[config.mk]
export PLATFORM = sky130hd
export DESIGN_NAME = hub75_capture
export DESIGN_NICKNAME = d
export VERILOG_FILES = /design/src/rtl/hub75_capture.sv
export SDC_FILE = /design/constraint.sdc
export NUM_CORES = 2
export LEC_CHECK = 0
export BUFFER_PORTS_ARGS = -buffer_cell sky130_fd_sc_hd__buf_2
export CAP_MARGIN = 25
export CELL_PAD_IN_SITES_DETAIL_PLACEMENT = 1
export CELL_PAD_IN_SITES_GLOBAL_PLACEMENT = 2
export CORE_MARGIN = 2
export CORE_UTILIZATION = 39
export CTS_CLUSTER_SIZE = 8
export DETAILED_ROUTE_END_ITERATION = 10
export PLACE_DENSITY_LB_ADDON = 0.1
export SYNTH_ARGS = -nofsm -noshare
export SYNTH_HDL_FRONTEND = slang
export SYNTH_SLANG_ARGS = --single-unit
export TNS_END_PERCENT = 30
[constraint.sdc]
create_clock -name clk -period 2.8 [get_ports clk]
set_clock_uncertainty 0.2 [all_clocks]
set_input_delay 0.28 -clock clk [delete_from_list [all_inputs] [get_ports clk]]
set_output_delay 0.28 -clock clk [all_outputs]
set_load 0.03 [all_outputs]
[src/rtl/hub75_capture.sv]
// HUB75 panel snoop: rebuilds each latched row and streams it out as valid/ready pixel beats.
// Also measures lit time per latch period and raises sticky protocol error flags.
module hub75_capture #(
    parameter int unsigned COLS     = 64,
    parameter int unsigned COL_BITS = 6,
    parameter int unsigned ROW_BITS = 4
) (
    input  logic                clk,
    input  logic                rst,
    input  logic                d_clk,
    input  logic                d_lat,
    input  logic                d_oe,
    input  logic [ROW_BITS-1:0] d_addr,
    input  logic [2:0]          display_rgb1,
    input  logic [2:0]          display_rgb2,
    output logic                out_valid,
    input  logic                out_ready,
    output logic [ROW_BITS-1:0] out_row,
    output logic [COL_BITS-1:0] out_col,
    output logic [2:0]          out_rgb1,
    output logic [2:0]          out_rgb2,
    output logic [15:0]         oe_cycles,
    output logic                oe_valid,
    output logic                err_short,
    output logic                err_long,
    output logic                err_drop,
    input  logic                err_clr
);

    localparam logic [0:0] ST_IDLE   = 1'b0;
    localparam logic [0:0] ST_STREAM = 1'b1;

    localparam logic [COL_BITS:0]   COLS_W   = (COL_BITS + 1)'(COLS);
    localparam logic [COL_BITS-1:0] LAST_COL = COL_BITS'(COLS - 1);

    logic                s1_clk, s1_lat, s1_oe;
    logic [ROW_BITS-1:0] s1_addr;
    logic [2:0]          s1_rgb1, s1_rgb2;
    logic                s2_clk, s2_lat;

    logic [5:0]          shift_buf [COLS];
    logic [5:0]          row_buf   [COLS];
    logic [COL_BITS:0]   col_cnt;
    logic [COL_BITS-1:0] idx;
    logic [0:0]          state;
    logic [15:0]         lit_cnt;

    logic shift_edge, latch_edge, xfer, last_beat, accept, drop;

    assign shift_edge = s1_clk & ~s2_clk;
    assign latch_edge = s1_lat & ~s2_lat;
    assign xfer       = (state == ST_STREAM) & out_ready;
    assign last_beat  = (idx == LAST_COL);
    // A latch landing on the final transfer is accepted as if the FSM were already idle.
    assign accept     = latch_edge & ((state == ST_IDLE) | (xfer & last_beat));
    assign drop       = latch_edge & ~accept;

    assign out_valid  = (state == ST_STREAM);
    assign out_col    = idx;
    assign {out_rgb2, out_rgb1} = row_buf[idx];

    always_ff @(posedge clk) begin
        if (rst) begin
            s1_clk  <= 1'b0;
            s1_lat  <= 1'b0;
            s1_oe   <= 1'b0;
            s1_addr <= '0;
            s1_rgb1 <= '0;
            s1_rgb2 <= '0;
            s2_clk  <= 1'b0;
            s2_lat  <= 1'b0;
        end else begin
            s1_clk  <= d_clk;
            s1_lat  <= d_lat;
            s1_oe   <= d_oe;
            s1_addr <= d_addr;
            s1_rgb1 <= display_rgb1;
            s1_rgb2 <= display_rgb2;
            s2_clk  <= s1_clk;
            s2_lat  <= s1_lat;
        end
    end

    // A coincident shift starts the next row at column 0 while the latch copies the old buffer.
    always_ff @(posedge clk) begin
        if (rst) begin
            for (int unsigned i = 0; i < COLS; i++) shift_buf[i] <= '0;
            col_cnt <= '0;
        end else if (latch_edge) begin
            if (shift_edge) begin
                shift_buf[0] <= {s1_rgb2, s1_rgb1};
                col_cnt      <= (COL_BITS + 1)'(1);
            end else begin
                col_cnt <= '0;
            end
        end else if (shift_edge && col_cnt < COLS_W) begin
            shift_buf[col_cnt[COL_BITS-1:0]] <= {s1_rgb2, s1_rgb1};
            col_cnt <= col_cnt + (COL_BITS + 1)'(1);
        end
    end

    always_ff @(posedge clk) begin
        if (rst) begin
            for (int unsigned i = 0; i < COLS; i++) row_buf[i] <= '0;
            state   <= ST_IDLE;
            idx     <= '0;
            out_row <= '0;
        end else if (accept) begin
            row_buf <= shift_buf;
            out_row <= s1_addr;
            state   <= ST_STREAM;
            idx     <= '0;
        end else if (xfer) begin
            if (last_beat) begin
                state <= ST_IDLE;
                idx   <= '0;
            end else begin
                idx <= idx + COL_BITS'(1);
            end
        end
    end

    always_ff @(posedge clk) begin
        if (rst) begin
            err_short <= 1'b0;
            err_long  <= 1'b0;
            err_drop  <= 1'b0;
        end else begin
            err_short <= (accept & (col_cnt < COLS_W)) | (err_short & ~err_clr);
            err_long  <= (shift_edge & ~latch_edge & (col_cnt >= COLS_W)) | (err_long & ~err_clr);
            err_drop  <= drop | (err_drop & ~err_clr);
        end
    end

    always_ff @(posedge clk) begin
        if (rst) begin
            lit_cnt   <= '0;
            oe_cycles <= '0;
            oe_valid  <= 1'b0;
        end else if (latch_edge) begin
            oe_cycles <= lit_cnt;
            oe_valid  <= 1'b1;
            lit_cnt   <= '0;
        end else begin
            oe_valid <= 1'b0;
            if (!s1_oe && lit_cnt != '1) lit_cnt <= lit_cnt + 16'd1;
        end
    end

endmodule

==> reports/summary.log <==
qor: drt.final_antenna_net_count 0
qor: yosys.yosys_warnings 0
qor: job.max_cap_violations 0
qor: cts.clock_tree_from_tritoncts yes
qor: critical_path.critPathMaxFanout 11
qor: yosys.synth_xor_area_frac 0.005309
qor: sta.timing.hold.ws 0.1493 ns
qor: drt.dr.pass1.iters 5
qor: floorplan.floorplan.io_pins 54
qor: yosys.post_synth_inst_count 3791
qor: yosys.yosys.area_share.simple 0.2031
qor: sta.setup_total_negative_slack -3.192 ns
qor: drt.drc 0
qor: run_status.outcome finished with violations
qor: yosys.synth.yosys.seq_area_share 0.5078
qor: floorplan.die_area 86950 µm²
qor: cells_and_area.antenna_cells_inserted 0
qor: power_and_ir_drop.powerDensity 647.9 nW/µm²
qor: yosys.synth_top_family_by_area simple AND/OR/NAND/NOR gates
qor: drt.wl_per_cell 22.06 µm
qor: yosys.postSynthAreaPerCell 8.704 µm²
qor: grt.number_of_global_route_vias_before_repair 28300
qor: yosys.synth_edf_count 0
qor: cells_and_area.layout_common_cells sky130_fd_sc_hd__nand2_1 (1009), sky130_fd_sc_hd__dfxtp_1 (827), sky130_fd_sc_hd__a21oi_1 (579), sky130_fd_sc_hd__mux2i_1 (261), sky130_fd_sc_hd__nor2_1 (245)
qor: floorplan.die-height 294.9 µm
qor: yosys.fraction_of_the_mapped_netlist_area_in_adder_cells 0.001517
qor: sta.rsz0062_at_grt yes
qor: placed_design.portBuffers 53
qor: grt.grt.overflow.total 0
qor: yosys.postSynthRegisterBits 837
qor: floorplan.initial_utilization 0.3943
qor: yosys.ys.flop_type sky130_fd_sc_hd__dfxtp_1
qor: cells_and_area.area_growth_syn_to_layout 18.25%
qor: critical_path.required_time_of_the_critical_path 2.32 ns
qor: floorplan.number_of_placement_rows 106
qor: sta.clock.fmax 295.8 MHz
qor: power_and_ir_drop.vdd_drop_max 0.0004495 V
qor: cells_and_area.finish.net_count 3870
qor: critical_path.cp_data_arrival_time 2.90 ns
qor: cells_and_area.drive_gt1_frac 0.1398
qor: placed_design.placement.setup.worst_slack -0.3422 ns
qor: grt.grt_antenna_before_repair 1
qor: worst_hold_path.min_delay_path_depth 3
qor: yosys.synthesis.nets 3812
qor: placed_design.dp.final_hpwl 72180 µm
qor: cts.numCtsBuffers 114
qor: cts.cts_htree_levels 3
qor: floorplan.fp.dieW 294.9 µm
qor: grt.grtUsageTotal 0.2535
qor: drt.num_vias 27290
qor: sta.tightest_slew 1.173 ns
qor: worst_hold_path.hold_path.class in2reg
qor: critical_path.critPathCaptureType output port
qor: cts.clkSinkCount 837
qor: sta.fin_crit_sh 1.207
qor: run_status.violations_in_the_final_reports setup timing
qor: cts.max-clock-path-buffers 3
qor: placed_design.routabilityCongestion 0.8691
qor: cts.ctsRootBufferMaster sky130_fd_sc_hd__clkbuf_16
qor: drt.met2_wirelength 52280 µm
qor: sta.timing_max_transition_violations_final 0
qor: critical_path.ff2ff_path_depth 6
qor: drt.routed-wl-met3 4280 µm
qor: drt.average_via_count_per_standard_cell 5.460
qor: floorplan.placeableCoreArea 83690 µm²
qor: cts.clock_transition_time_at_the_flip_flop_clock_pins_of_the_worst_setup_and_hold_paths 0.05 ns
qor: critical_path.crit_path_category reg2out
qor: sta.timing.max_slew.rel_slack 0.2181
qor: drt.drt-met1-wl 51480 µm
qor: sta.hold_viol_final 0
qor: yosys.synth.mux.area_fraction 0.1305
qor: cells_and_area.most_common_library_cell_in_the_layout_ignoring_fill_and_taps sky130_fd_sc_hd__nand2_1
qor: drt.route.top_layer_used met4
qor: yosys.ys_types 62
qor: yosys.synth.cell_area 33000 µm²
qor: sta.final.setup.worst_slack -0.5809 ns
qor: drt.routed_wl 110200 µm
qor: cts.clock_insertion_delay_worst_skew 0.68 ns
qor: sta.setup_viol 6
qor: critical_path.worst_setup_path_start_kind flip-flop
qor: grt.grt_max_degree 199
qor: sta.final.min_clock_period 3.381 ns
qor: yosys.synth_async_sr_flop_share 0
qor: power_and_ir_drop.power.static_leakage 0.01276 µW
qor: grt.grt_pass1_wl 171000 µm
qor: drt.drt_first_iter_violations 1566
qor: yosys.synthesized_area_fraction_occupied_by_ao_oa_aoi_and_oai_cells 0.1094
[metal layers]
layer,vias up,global-route usage
li1,12850,-
met1,13770,0.3446
met2,513,0.4225
met3,151,0.03424
met4,0,0.06633
met5,-,0
[synthesized netlist by cell type, types with 5 or more instances]
| master | instances | area, µm² |
|---|---|---|
| sky130_fd_sc_hd__nor2_8 | 8 | 160.2 |
| sky130_fd_sc_hd__a31oi_1 | 5 | 31.28 |
| sky130_fd_sc_hd__nor2_2 | 16 | 100.1 |
| sky130_fd_sc_hd__and3_1 | 6 | 37.54 |
| sky130_fd_sc_hd__a22oi_1 | 16 | 120.1 |
| sky130_fd_sc_hd__or3_1 | 7 | 43.79 |
| sky130_fd_sc_hd__a221oi_1 | 5 | 43.79 |
| sky130_fd_sc_hd__inv_1 | 9 | 33.78 |
| sky130_fd_sc_hd__mux2i_1 | 267 | 2673 |
| sky130_fd_sc_hd__nor3_1 | 16 | 80.08 |
| sky130_fd_sc_hd__nor2_1 | 246 | 923.4 |
| sky130_fd_sc_hd__a21oi_1 | 581 | 2908 |
| sky130_fd_sc_hd__mux4_2 | 69 | 1554 |
| sky130_fd_sc_hd__dfxtp_1 | 837 | 16760 |
| sky130_fd_sc_hd__nand4_1 | 16 | 100.1 |
| sky130_fd_sc_hd__buf_2 | 90 | 450.4 |
| sky130_fd_sc_hd__nor2b_1 | 25 | 156.4 |
| sky130_fd_sc_hd__nor4_1 | 6 | 37.54 |
| sky130_fd_sc_hd__nor2_4 | 8 | 90.09 |
| sky130_fd_sc_hd__xnor2_1 | 10 | 87.58 |
| sky130_fd_sc_hd__o21ai_0 | 11 | 55.05 |
| sky130_fd_sc_hd__buf_1 | 25 | 93.84 |
| sky130_fd_sc_hd__xor2_1 | 10 | 87.58 |
| sky130_fd_sc_hd__nand3_1 | 198 | 991.0 |
| sky130_fd_sc_hd__a22o_1 | 20 | 175.2 |
| sky130_fd_sc_hd__mux2_2 | 7 | 78.83 |
| sky130_fd_sc_hd__clkbuf_1 | 200 | 750.7 |
| sky130_fd_sc_hd__nand2_1 | 1010 | 3791 |
[registers in the layout, indices dropped and copies added (netlist names), 3 cells and up]
register and count:
row_buf 384, shift_buf 384, lit_cnt 16, oe_cycles 16
col_cnt 7, out_col 6, out_row 4, s1_addr 4
s1_rgb1 3, s1_rgb2 3
[power breakdown]
part | internal, µW | leakage (µW) | switching (µW)
combinational | 270 | 0.00455 | 748
sequential | 12000 | 0.00675 | 67.2
clock | 7200 | 0.00146 | 5050
total | 19400 | 0.0128 | 5860
[repair_timing]
action	4_1_cts	5_1_grt
endpoints found under the setup margin	6	6
setup buffers	15	0
endpoints found under the hold margin	57	0
pin swaps	9	11
hold buffers	19	0
gates cloned	1	0
resized for setup	39	24
[worst max-delay path, stage by stage (launching register included)]
cell                       delay, ns
sky130_fd_sc_hd__dfxtp_4        0.36
sky130_fd_sc_hd__buf_4          0.13
sky130_fd_sc_hd__buf_6          0.14
sky130_fd_sc_hd__buf_12         0.15
sky130_fd_sc_hd__buf_8          0.18
sky130_fd_sc_hd__mux2i_2        0.28
sky130_fd_sc_hd__o221ai_2       0.16
sky130_fd_sc_hd__a21oi_1        0.18
sky130_fd_sc_hd__a31oi_2        0.19
sky130_fd_sc_hd__a22o_4         0.29
sky130_fd_sc_hd__buf_6          0.14
[through the flow]
stage	power, µW	std cells	area [µm²]	util
floorplan	12790	3791	33000	-
global placement	13240	4831	35380	0.4228
detailed placement	13260	4831	35380	0.4228
CTS	25560	4996	38900	0.4648
global route	26130	4997	39020	0.4662
finish	25280	4997	39020	0.4662
[area by class of cell]
| class | count | area [µm²] |
|---|---|---|
| fill | 9501 | 44670 |
| clock buffer | 125 | 2915 |
| inverter | 11 | 41.29 |
| sequential | 837 | 16790 |
| timing repair buffer | 263 | 2640 |
| clock inverter | 5 | 72.57 |
| multi-input combinational | 2622 | 15140 |
| tap | 1134 | 1419 |
[final timing paths]
check	startpoint	to	slack, ns
worst min register to register	shift_buf[223]	row_buf[223]	0.22
worst max register to register	s1_clk	shift_buf[3]	0.20
worst max-delay path	out_col[1]	out_rgb2[0]	-0.58
worst min-delay path	d_addr[0]	s1_addr[0]	0.15
[kinds of logic (layout without fill, tap and decap cells)]
family | Yosys count | count (layout)
AND/OR/NAND/NOR | 1584 | 1584
buffers and inverters | 332 | 404
multiplexers | 343 | 343
flip-flops | 837 | 837
XOR/XNOR | 20 | 20
AO/OA/AOI/OAI | 671 | 671
adder cells (fa/ha/maj) | 4 | 4
Note: power is estimated with default switching activity, not from simulation.
